==> config.mk <==
export PLATFORM = sky130hd
export DESIGN_NAME = data_mem_responder
export DESIGN_NICKNAME = d
export VERILOG_FILES = /design/src/rtl/mem_pkg.sv /design/src/rtl/lsu_lane_align.sv /design/src/rtl/data_mem_responder.sv
export SDC_FILE = /design/constraint.sdc
export NUM_CORES = 1
export LEC_CHECK = 0
export CAP_MARGIN = 20
export CORE_UTILIZATION = 45
export CTS_CLUSTER_DIAMETER = 80
export DETAILED_ROUTE_END_ITERATION = 12
export HOLD_SLACK_MARGIN = 0.12
export PLACE_DENSITY_LB_ADDON = 0.3
export SLEW_MARGIN = 10
export SYNTH_ARGS = -nofsm -noshare
export SYNTH_HDL_FRONTEND = slang
export SYNTH_SLANG_ARGS = --single-unit
==> constraint.sdc <==
create_clock -name clk -period 5.7 [get_ports clk]
set_input_delay 0.855 -clock clk [delete_from_list [all_inputs] [get_ports clk]]
set_output_delay 0.855 -clock clk [all_outputs]
set_load 0.05 [all_outputs]
==> src/rtl/mem_pkg.sv <==
// Shared types and constants for the CPU data-memory responder.
// Holds funct3 access widths, FSM states and the default MMIO window base.
package mem_pkg;

    localparam logic [2:0] F3_B  = 3'b000;
    localparam logic [2:0] F3_H  = 3'b001;
    localparam logic [2:0] F3_W  = 3'b010;
    localparam logic [2:0] F3_BU = 3'b100;
    localparam logic [2:0] F3_HU = 3'b101;

    localparam logic [31:0] MMIO_BASE_DEF = 32'hF000_0000;

    typedef enum logic [2:0] {
        IDLE,
        ACCESS,
        RDWAIT,
        MMIO_WAIT,
        RESP
    } state_t;

endpackage

==> src/rtl/lsu_lane_align.sv <==
// Byte-lane steering for stores and lane select plus sign/zero extension for loads.
// Purely combinational; shared by the RAM and MMIO paths.
module lsu_lane_align
    import mem_pkg::*;
(
    input  logic [2:0]  funct3,
    input  logic [1:0]  off,
    input  logic [31:0] wdata,
    input  logic [31:0] rdata,
    output logic [3:0]  mask,
    output logic [31:0] wdata_steered,
    output logic [31:0] rdata_ext
);

    logic [31:0] shifted;

    assign shifted = rdata >> {off, 3'b000};

    always_comb begin
        mask          = 4'hF;
        wdata_steered = wdata;
        rdata_ext     = shifted;
        unique case (funct3)
            F3_B, F3_BU: begin
                mask          = 4'b0001 << off;
                wdata_steered = {4{wdata[7:0]}};
                rdata_ext     = {{24{shifted[7] & ~funct3[2]}}, shifted[7:0]};
            end
            F3_H, F3_HU: begin
                mask          = 4'b0011 << off;
                wdata_steered = {2{wdata[15:0]}};
                rdata_ext     = {{16{shifted[15] & ~funct3[2]}}, shifted[15:0]};
            end
            default: ;
        endcase
    end

endmodule

==> src/rtl/data_mem_responder.sv <==
// Responder end of the CPU data-memory port: serves loads/stores from a
// 1-cycle block RAM or an MMIO window, one response per request.
module data_mem_responder
    import mem_pkg::*;
#(
    parameter int          RAM_ADDR_W   = 12,
    parameter logic [31:0] MMIO_BASE    = MMIO_BASE_DEF,
    parameter int          MMIO_TIMEOUT = 255
) (
    input  logic                  clk,
    input  logic                  rst,
    input  logic                  req_valid,
    output logic                  req_ready,
    input  logic                  req_we,
    input  logic [2:0]            req_funct3,
    input  logic [31:0]           req_addr,
    input  logic [31:0]           req_wdata,
    output logic                  rsp_valid,
    output logic [31:0]           rsp_rdata,
    output logic                  rsp_err,
    output logic                  ram_en,
    output logic [3:0]            ram_we,
    output logic [RAM_ADDR_W-1:0] ram_addr,
    output logic [31:0]           ram_wdata,
    input  logic [31:0]           ram_rdata,
    output logic                  mmio_valid,
    output logic                  mmio_we,
    output logic [3:0]            mmio_be,
    output logic [31:0]           mmio_addr,
    output logic [31:0]           mmio_wdata,
    input  logic [31:0]           mmio_rdata,
    input  logic                  mmio_ready
);

    localparam int CNT_W = $clog2(MMIO_TIMEOUT + 1);
    localparam logic [CNT_W-1:0] CNT_LAST = CNT_W'(MMIO_TIMEOUT - 1);

    state_t state_q, state_d;

    logic             we_q;
    logic [2:0]       f3_q;
    logic [31:0]      addr_q;
    logic [31:0]      wdata_q;
    logic [CNT_W-1:0] cnt_q;
    logic [31:0]      rdata_q;
    logic             err_q;

    logic f3_ok, align_ok, hit_mmio, hit_ram, dec_err;
    logic timeout;

    logic [3:0]  lane_mask;
    logic [31:0] lane_wdata, lane_rdata, rd_raw;

    always_comb begin
        f3_ok    = 1'b0;
        align_ok = 1'b1;
        unique case (req_funct3)
            F3_B:  f3_ok = 1'b1;
            F3_H: begin
                f3_ok    = 1'b1;
                align_ok = !req_addr[0];
            end
            F3_W: begin
                f3_ok    = 1'b1;
                align_ok = (req_addr[1:0] == 2'b00);
            end
            F3_BU: f3_ok = !req_we;
            F3_HU: begin
                f3_ok    = !req_we;
                align_ok = !req_addr[0];
            end
            default: f3_ok = 1'b0;
        endcase
    end

    assign hit_mmio = (req_addr >= MMIO_BASE);
    assign hit_ram  = ((req_addr >> (RAM_ADDR_W + 2)) == 32'd0);
    assign dec_err  = !f3_ok || !align_ok || !(hit_mmio || hit_ram);
    assign timeout  = (cnt_q == CNT_LAST);
    assign rd_raw   = (state_q == RDWAIT) ? ram_rdata : mmio_rdata;

    lsu_lane_align u_lane (
        .funct3        (f3_q),
        .off           (addr_q[1:0]),
        .wdata         (wdata_q),
        .rdata         (rd_raw),
        .mask          (lane_mask),
        .wdata_steered (lane_wdata),
        .rdata_ext     (lane_rdata)
    );

    always_ff @(posedge clk or negedge rst) begin
        if (!rst) state_q <= IDLE;
        else      state_q <= state_d;
    end

    always_comb begin
        state_d    = state_q;
        req_ready  = 1'b0;
        rsp_valid  = 1'b0;
        ram_en     = 1'b0;
        ram_we     = 4'h0;
        ram_addr   = '0;
        ram_wdata  = 32'h0;
        mmio_valid = 1'b0;
        mmio_we    = 1'b0;
        mmio_be    = 4'h0;
        mmio_addr  = 32'h0;
        mmio_wdata = 32'h0;
        unique case (state_q)
            IDLE: begin
                req_ready = 1'b1;
                if (req_valid) begin
                    if (dec_err)       state_d = RESP;
                    else if (hit_mmio) state_d = MMIO_WAIT;
                    else               state_d = ACCESS;
                end
            end
            ACCESS: begin
                ram_en    = 1'b1;
                ram_we    = we_q ? lane_mask : 4'h0;
                ram_addr  = addr_q[RAM_ADDR_W+1:2];
                ram_wdata = lane_wdata;
                state_d   = we_q ? RESP : RDWAIT;
            end
            RDWAIT: state_d = RESP;
            MMIO_WAIT: begin
                mmio_valid = 1'b1;
                mmio_we    = we_q;
                mmio_be    = lane_mask;
                mmio_addr  = {addr_q[31:2], 2'b00};
                mmio_wdata = lane_wdata;
                if (mmio_ready || timeout) state_d = RESP;
            end
            RESP: begin
                rsp_valid = 1'b1;
                state_d   = IDLE;
            end
            default: state_d = IDLE;
        endcase
    end

    // Response fields only change on the cycle that enters RESP
    always_ff @(posedge clk or negedge rst) begin
        if (!rst) begin
            we_q    <= 1'b0;
            f3_q    <= 3'b000;
            addr_q  <= 32'h0;
            wdata_q <= 32'h0;
            cnt_q   <= '0;
            rdata_q <= 32'h0;
            err_q   <= 1'b0;
        end else begin
            if (state_q == MMIO_WAIT && !mmio_ready) cnt_q <= cnt_q + 1'b1;
            else                                     cnt_q <= '0;
            if (state_q == IDLE && req_valid) begin
                we_q    <= req_we;
                f3_q    <= req_funct3;
                addr_q  <= req_addr;
                wdata_q <= req_wdata;
                if (dec_err) begin
                    rdata_q <= 32'h0;
                    err_q   <= 1'b1;
                end
            end
            if (state_q == ACCESS && we_q) begin
                rdata_q <= 32'h0;
                err_q   <= 1'b0;
            end
            if (state_q == RDWAIT) begin
                rdata_q <= lane_rdata;
                err_q   <= 1'b0;
            end
            if (state_q == MMIO_WAIT && (mmio_ready || timeout)) begin
                rdata_q <= (mmio_ready && !we_q) ? lane_rdata : 32'h0;
                err_q   <= !mmio_ready;
            end
        end
    end

    assign rsp_rdata = rdata_q;
    assign rsp_err   = err_q;

endmodule

* Word-level counts from Yosys, hierarchy flattened
Index checks and enable logic that the tools add are counted.
Operators by class: reduce and logical (&&, ||, !) cells 30, shifts and indexed selects 3, mux-type cells 36, add/subtract/negate cells 1, eq/ne operators 14, magnitude comparators 1, bitwise logic cells 3
Operators by type and width (count):
- two-way mux 32 bit | 10
- case mux 32 bit (2 select lines) | 2
- greater-or-equal comparator 32 bit, second input constant | 1
- logical NOT 32 bit | 1
- >> shifter 32 x 5 -> 32 bit | 1
- == test 3 bit, second input constant | 5
- two-way mux 12 bit | 1
- two-way mux 3 bit | 4
- two-way mux 4 bit | 3
- case mux 3 bit (4 select lines) | 1
- two-way mux 1 bit | 10
- == test 3 x 1 -> 1 bit, second input constant | 3
- == test 3 x 2 -> 1 bit, second input constant | 3
- logical NOT 3 bit | 3
- adder 8 x 1 -> 8 bit, second input constant | 1
- == test 8 bit, second input constant | 1
- two-way mux 8 bit | 1
- case mux 4 bit (2 select lines) | 1
- nonzero test 4 bit | 2
- OR reduction 2 bit | 4
- logical NOT 1 bit | 7
- logical AND 1 bit | 5
- logical OR 1 bit | 4
- != test 2 bit, second input constant | 2
- other kinds (9) | 12
Storage, ports and cells: logic and storage cells 96, input port bits 136, flip-flop bits (word level) 112

* Longest topological paths before layout
Gate-level depths: netlist of run 1.
word-level depth 11, mapped depth 9, mapped depth without buffers 7

* By module
Synthesis of run 1 repeated with hierarchy kept, for this count alone.
Second synthesis, totals: cell total of the unflattened synthesis 804, area total of the unflattened synthesis 6895.4 µm²
Modules (own cells, without submodules):
- data_mem_responder | instances 1, cells an instance 612, area an instance 5626.6 µm²
- lsu_lane_align | instances 1, cells an instance 192, area an instance 1268.7 µm²

* Least setup slack after synthesis of run 1
Ideal clock, no wire load.
kind register to output, from register state_q[0], to output ram_we[0], data arrival time 2.059 ns, path slack 2.786 ns, stages on the path, launching flop included 6, cells stage by stage dfrtp_1 -> clkbuf_1 -> nand2_1 -> inv_1 -> nand2_1 -> nor2_1
Between the ends: word-level cells in the longest chain between the ends 2
Ends and longest elaborated chain:
- from (decl) | line data_mem_responder.sv:38 | state_t state_q, state_d;
- from (signal assigned) | line data_mem_responder.sv:94 | else state_q <= state_d;
- == test 3 x 1 -> 1 bit | line data_mem_responder.sv:110 | unique case (state_q)
- two-way mux 4 bit | line data_mem_responder.sv:110
- to (decl) | line data_mem_responder.sv:22 | output logic [3:0] ram_we,
No other way between the ends.

* Worst setup path after layout of run 1
from register state_q[2], to output mmio_be[3]
Between the ends: word-level cells in the longest chain between the ends 2
Ends and longest elaborated chain:
- == test 3 x 2 -> 1 bit | line data_mem_responder.sv:110
- two-way mux 4 bit | line data_mem_responder.sv:110
- to (decl) | line data_mem_responder.sv:28 | output logic [3:0] mmio_be,
No other way between the ends.

==> results of run 1 <==
-- layout by cell type (no fill, tap or decap), drive strengths merged, types with 13 or more instances in the layout --
master,count
and3,62
clkbuf,15
mux2i,65
clkdlybuf4s50,286
nor2,93
inv,13
mux2,68
nand2b,22
nand2,14
dfrtp,112
-- worst max path at each step --
stage,startpoint,to,slack [ns]
after floorplan,state_q[0]$_DFFE_PN0P_,ram_we[0],2.79
after global placement,req_addr[0],rsp_err$_DFFE_PN0P_,1.85
after detailed placement,req_addr[0],rsp_err$_DFFE_PN0P_,1.76
after CTS,state_q[2]$_DFFE_PN0P_,mmio_wdata[10],1.58
after global routing,state_q[2]$_DFFE_PN0P_,mmio_wdata[10],1.38
final,state_q[2]$_DFFE_PN0P_,mmio_be[3],1.58
-- through the flow --
stage	hold WS (ns)	power [uW]	utilization	setup slack, ns
finish	0.491	2800	0.709	1.58
global route	0.516	2950	0.709	1.38
CTS	0.493	2800	0.709	1.58
detailed placement	0.478	2180	0.688	1.76
global placement	0.473	2140	0.688	1.85
floorplan	0.473	1810	-	2.79
-- power by group through the flow --
stage	Sequential, uW	Combinational, uW	Clock [uW]
after floorplan	1130	681	0
after global placement	1240	900	0
after detailed placement	1250	930	0
after CTS	1240	933	623
after global routing	1280	1010	663
final	1250	935	617
-- per-layer routing --
metal  up-vias  wire [microns]
li1       2698               -
met1      2865            8250
met2       311           10200
met3        36            1860
met4         0             530
met5         -               0
-- final cells by class --
class                      instances  area, sq um
fill                             991         3910
multi-input combinational        436         3240
timing repair buffer             297         2940
sequential                       112         2800
clock buffer                      14          274
tap                              176          220
inverter                          14         52.6
clock inverter                     2         12.5
-- cell families (layout without fill, tap and decap cells) --
logic type	after synthesis	after routing	share of synthesized area
buf+inv	65	327	0.0435
other cells	1	2	0.000595
xor+xnor	6	6	0.00834
mux	135	135	0.232
fa+ha+maj	2	2	0.00397
compound gates	66	66	0.0854
simple gates	225	225	0.181
flops	112	112	0.445
-- flip-flops by register name, indices dropped and copies added (netlist names) --
| name | flops |
|---|---|
| addr_q | 32 |
| cnt_q | 8 |
| f3_q | 3 |
| rsp_err | 1 |
| rsp_rdata | 32 |
| state_q | 3 |
| wdata_q | 32 |
| we_q | 1 |
-- worst reg2reg max path: stages (launching register included) --
cell and delay (ns):
sky130_fd_sc_hd__dfrtp_1 0.38, sky130_fd_sc_hd__buf_4 0.29, sky130_fd_sc_hd__nor3b_2 0.23, sky130_fd_sc_hd__buf_4 0.46
sky130_fd_sc_hd__mux4_2 0.62, sky130_fd_sc_hd__or4b_1 0.73, sky130_fd_sc_hd__o21ai_4 0.27, sky130_fd_sc_hd__a221o_1 0.20
==> results.cfg, run 1 <==
[sta]
maxSlewHeadroom = 0.260
grt_setup_unrepaired = no
finalSetupViolations = 0
clock.fmax_ghz = 0.243
final_period_utilization = 0.723
worst_clock_skew_on_the_final_layout_ns = 0.0108
setup_tns_ns = 0
final_hold_viol_count = 0
timing_max_transition_violations_final = 0
min_period_ns = 4.12
worstMarginPinSlew_ns = 1.10

[routing]
first_iter_violations = 577
drt.antenna.violating_nets = 0
post_drt_wl_per_cell_microns = 19.8
via_per_inst = 5.62
detailroute.via_count = 5910
detail_route.wirelength_mm = 20.9
drc = 0
detail_route.first_pass.iterations = 5

[min_path]
whs_path_depth = 1
hold_path.class = reg2reg
timing.hold.worst_endpoint = rsp_rdata[30]$_DFFE_PN0P_
holdCritStartpoint = rsp_rdata[30]$_DFFE_PN0P_

[global_route]
grtUsageMet2 = 0.479
globalRouteTotalUtil = 0.280
grt_start_max_net_pins = 69
grt_total_ovfl = 0
grt_first_pass_wirelength_mm = 31.3
first_global_vias = 5921
use_met3 = 0.0693
grt_busiest_layer = met2
grtUsageMet1 = 0.343
antenna_found_initial = 0

[worst_setup_path]
worst-endpoint-arrival_ns = 3.27
worst_path_max_delay_cell = sky130_fd_sc_hd__clkdlybuf4s50_1
path_depth = 5
worstSetupEndpointType = output port
timing.critical_path.from_type = flip-flop
r2r_path_end = rsp_rdata[18]$_DFFE_PN0P_
critical_path_required_time_ns = 4.85
slack_of_the_worst_reg_to_reg_path_ns = 2.45
crit_fanout = 42
critical_path.n_buffers_inverters = 2
critical_path.top_delay_family = simple AND/OR/NAND/NOR gates
cpPeakStageDelay_ns = 0.84
timing.rr.start = state_q[0]$_DFFE_PN0P_
critical_path_class = reg2out
worst_r2r_path_depth = 7
timing.critical_path.cells = and2b_1 -> buf_4 -> nand2_1 -> nor2_1 -> clkdlybuf4s50_1

[placement]
dpl-instance-area_sq_mm = 0.00925
port_buffers = 287
routabilityCongestion = 0.921
dp_cells = 1034
post-dp-hpwl_mm = 15.6

[clock_tree]
cts_tree = yes
cts_resized = 0
post-cts-setup-buffer-count = 0
htreeDepth = 3
cts-hold-fix-buffers = 0
clock_buffer_depth = 2
number_of_cts_inserted_buffers = 9
worst_skew_pair.late_latency_ns = 0.34
clkSinkCount = 112
clock_transition_at_the_registers_of_the_reported_paths_ns = 0.07
ctsRootBufferMaster = sky130_fd_sc_hd__clkbuf_16

[synthesis]
yosysSeqAreaShare = 0.445
synthFlopType = sky130_fd_sc_hd__dfrtp_1
async_reset_ff_frac = 1.00
synth_top_cell_area_share = 0.445
synth.cell_area_sq_mm = 0.00630
synth.distinct_cells = 48
netlist_top_cells_area = sky130_fd_sc_hd__dfrtp_1, sky130_fd_sc_hd__mux2_2, sky130_fd_sc_hd__mux2i_1
synth_enable_flop_cells = 0
synth_top_area_cell = sky130_fd_sc_hd__dfrtp_1
yosys_warnings = 0
syn_area_per_cell_sq_um = 10.3
synth_seq_cells = 112
synthMostInstantiatedCell = sky130_fd_sc_hd__dfrtp_1
synth.cells.most_frequent = sky130_fd_sc_hd__dfrtp_1, sky130_fd_sc_hd__nor2_1, sky130_fd_sc_hd__mux2_2
synthesis.instances = 612

[floorplan]
die_w_microns = 120
boundaryPins = 290
die_area_sq_mm = 0.0145
start_util = 0.468
dieHeight_microns = 120
row_count = 42
core_area_sq_mm = 0.0135

[final_layout]
final_cell_count_no_fill = 1051
nets = 1008
antenna_cells = 0
synthToLayoutAreaGrowth_pct = 51.5
drive_above_1_share = 0.115
final_area_sq_mm = 0.00954

[pwr]
combinationalPowerShare = 0.334
pleak_uw = 0.00408
vdd_drop_max_mv = 0.160
internal_pwr_total_uw = 1800
p_switching_uw = 1000
switching_share = 0.357
power_frac_seq = 0.445
powerDensity_mw_per_mm2 = 293
pwr-share-clk = 0.220

[job]
cap_viol_max_count = 0

[status]
run_status = finished clean
Note: power is estimated with default switching activity, not from simulation.
==> run 2: changes to the inputs <==
--- a/config.mk
+++ b/config.mk
@@ -6,7 +6,7 @@
 export NUM_CORES = 1
 export LEC_CHECK = 0
 export CAP_MARGIN = 20
-export CORE_UTILIZATION = 45
+export CORE_UTILIZATION = 42
 export CTS_CLUSTER_DIAMETER = 80
 export DETAILED_ROUTE_END_ITERATION = 12
 export HOLD_SLACK_MARGIN = 0.12
==> constraint.sdc (replaced) <==
create_clock -name clk -period 4.2 [get_ports clk]
set_input_delay 0.63 -clock clk [delete_from_list [all_inputs] [get_ports clk]]
set_output_delay 0.63 -clock clk [all_outputs]
set_load 0.05 [all_outputs]
==> run 2 against run 1 <==
Effect of this change:
- global-route usage decreased by 0.45 points
- cell count is 1.3% higher
- via count up 0.24%
- final area decreased by 0.18%
- sequential power rose by 35%
- first-iteration DRC count shrank 29%
- sequential share of layout area grew 0.054 points
==> results.cfg, run 2 (synthesis gave the netlist of run 1 again) <==
[placement]
routabilityCongestion = 0.951
port_buffers = 287
post-dp-hpwl_mm = 15.9

[floorplan]
core_area_sq_mm = 0.0146
die_w_microns = 124
row_count = 44
boundaryPins = 290
die_area_sq_mm = 0.0155
dieHeight_microns = 124
start_util = 0.432

[sta]
worstMarginPinSlew_ns = 1.15
timing_max_transition_violations_final = 0
finalSetupViolations = 0
clock.fmax_ghz = 0.307
holdWs_ns = 0.240
worst_clock_skew_on_the_final_layout_ns = 0.00818
final_period_utilization = 0.776
final_hold_viol_count = 0
maxSlewHeadroom = 0.230
min_period_ns = 3.26
grt_setup_unrepaired = no
setup_tns_ns = 0

[clock_tree]
post-cts-setup-buffer-count = 0
ctsRootBufferMaster = sky130_fd_sc_hd__clkbuf_16
clkSinkCount = 112
clock_transition_at_the_registers_of_the_reported_paths_ns = 0.07
clock_buffer_depth = 2
number_of_cts_inserted_buffers = 9
cts_tree = yes
htreeDepth = 3
cts-hold-fix-buffers = 0
worst_skew_pair.late_latency_ns = 0.36
cts_resized = 0

[pwr]
powerDensity_mw_per_mm2 = 407
vdd_drop_max_mv = 0.242
pleak_uw = 0.00426

[routing]
drt.antenna.violating_nets = 0
detail_route.wirelength_mm = 21.1
drc = 0
post_drt_wl_per_cell_microns = 19.8
detailroute.via_count = 5924
via_per_inst = 5.56
detail_route.first_pass.iterations = 5
first_iter_violations = 411

[worst_setup_path]
timing.rr.start = state_q[0]$_DFFE_PN0P_
crit_fanout = 19
critical_path_class = in2reg
slack_of_the_worst_reg_to_reg_path_ns = 0.98
worstSetupEndpointType = flip-flop
worst-endpoint-arrival_ns = 3.50
worst_r2r_path_depth = 7
critical_path_required_time_ns = 4.44
timing.critical_path.from_type = input port
r2r_path_end = rsp_err$_DFFE_PN0P_

[final_layout]
multi_input_area_sq_mm = 0.00324
layout.cells.most_common_list = sky130_fd_sc_hd__clkdlybuf4s50_1, sky130_fd_sc_hd__dfrtp_1, sky130_fd_sc_hd__nor2_1
layout.filler_cells = 1116
layout_commonest_cell = sky130_fd_sc_hd__clkdlybuf4s50_1
synthToLayoutAreaGrowth_pct = 51.2
utilization_after_layout = 0.653
register_area_sq_mm = 0.00280
drive_above_1_share = 0.188
nets = 1014
antenna_cells = 0

[global_route]
grt_start_max_net_pins = 54
globalRouteTotalUtil = 0.275
first_global_vias = 6172
grt_total_ovfl = 0
antenna_found_initial = 0
grt_first_pass_wirelength_mm = 33.6

[job]
cap_viol_max_count = 0

[min_path]
hold_path.class = in2async

[status]
run_status = finished clean
-- run 2: area by class of cell --
cell class,instances,share of cell area
inverter,14,0.00552
timing repair buffer,303,0.304
tap,184,0.0242
clock inverter,4,0.00552
clock buffer,12,0.0269
sequential,112,0.294
multi-input combinational,436,0.340
-- run 2: worst max path at each step --
stage	startpoint	slack, ns	cells after the start	to
floorplan	state_q[0]$_DFFE_PN0P_	1.51	5	ram_we[0]
global placement	req_addr[1]	0.67	7	rsp_err$_DFFE_PN0P_
detailed placement	req_addr[1]	0.58	7	rsp_err$_DFFE_PN0P_
CTS	req_addr[1]	0.96	7	rsp_err$_DFFE_PN0P_
global route	state_q[0]$_DFFE_PN0P_	0.69	7	rsp_err$_DFFE_PN0P_
finish	req_addr[1]	0.94	7	rsp_err$_DFFE_PN0P_
-- run 2: through the flow --
stage          instance area, sq um  instances  setup WS, ns  total power (uW)
2_1_floorplan                  6300        613          1.51              2460
3_5_place_dp                   9210       1048         0.578              2990
6_report                       9520       1065         0.941              3870
3_3_place_gp                   9210       1048         0.671              2940
5_1_grt                        9520       1065         0.687              4080
4_1_cts                        9520       1064         0.956              3880
-- run 2: where the power goes --
part           internal, uW  switching, uW  total [uW]
Combinational           630            659        1290
Sequential             1370            319        1690
Clock                   497            398         895
Total                  2500           1380        3870
-- run 2: critical path, cell delays in order --
cell and delay, ns:
sky130_fd_sc_hd__clkdlybuf4s50_1 0.46, sky130_fd_sc_hd__or4_1 0.56, sky130_fd_sc_hd__and3_1 0.20, sky130_fd_sc_hd__a31oi_1 0.13
sky130_fd_sc_hd__and3_1 0.70, sky130_fd_sc_hd__clkinv_1 0.50, sky130_fd_sc_hd__o22a_1 0.33
-- run 2: layer usage --
metal | vias up | wire, microns | global-route usage
met5 | - | 0 | 0
met4 | 0 | 625 | 0.114
met3 | 39 | 1620 | 0.0704
met2 | 277 | 10200 | 0.453
met1 | 2886 | 8620 | 0.342
li1 | 2722 | - | -
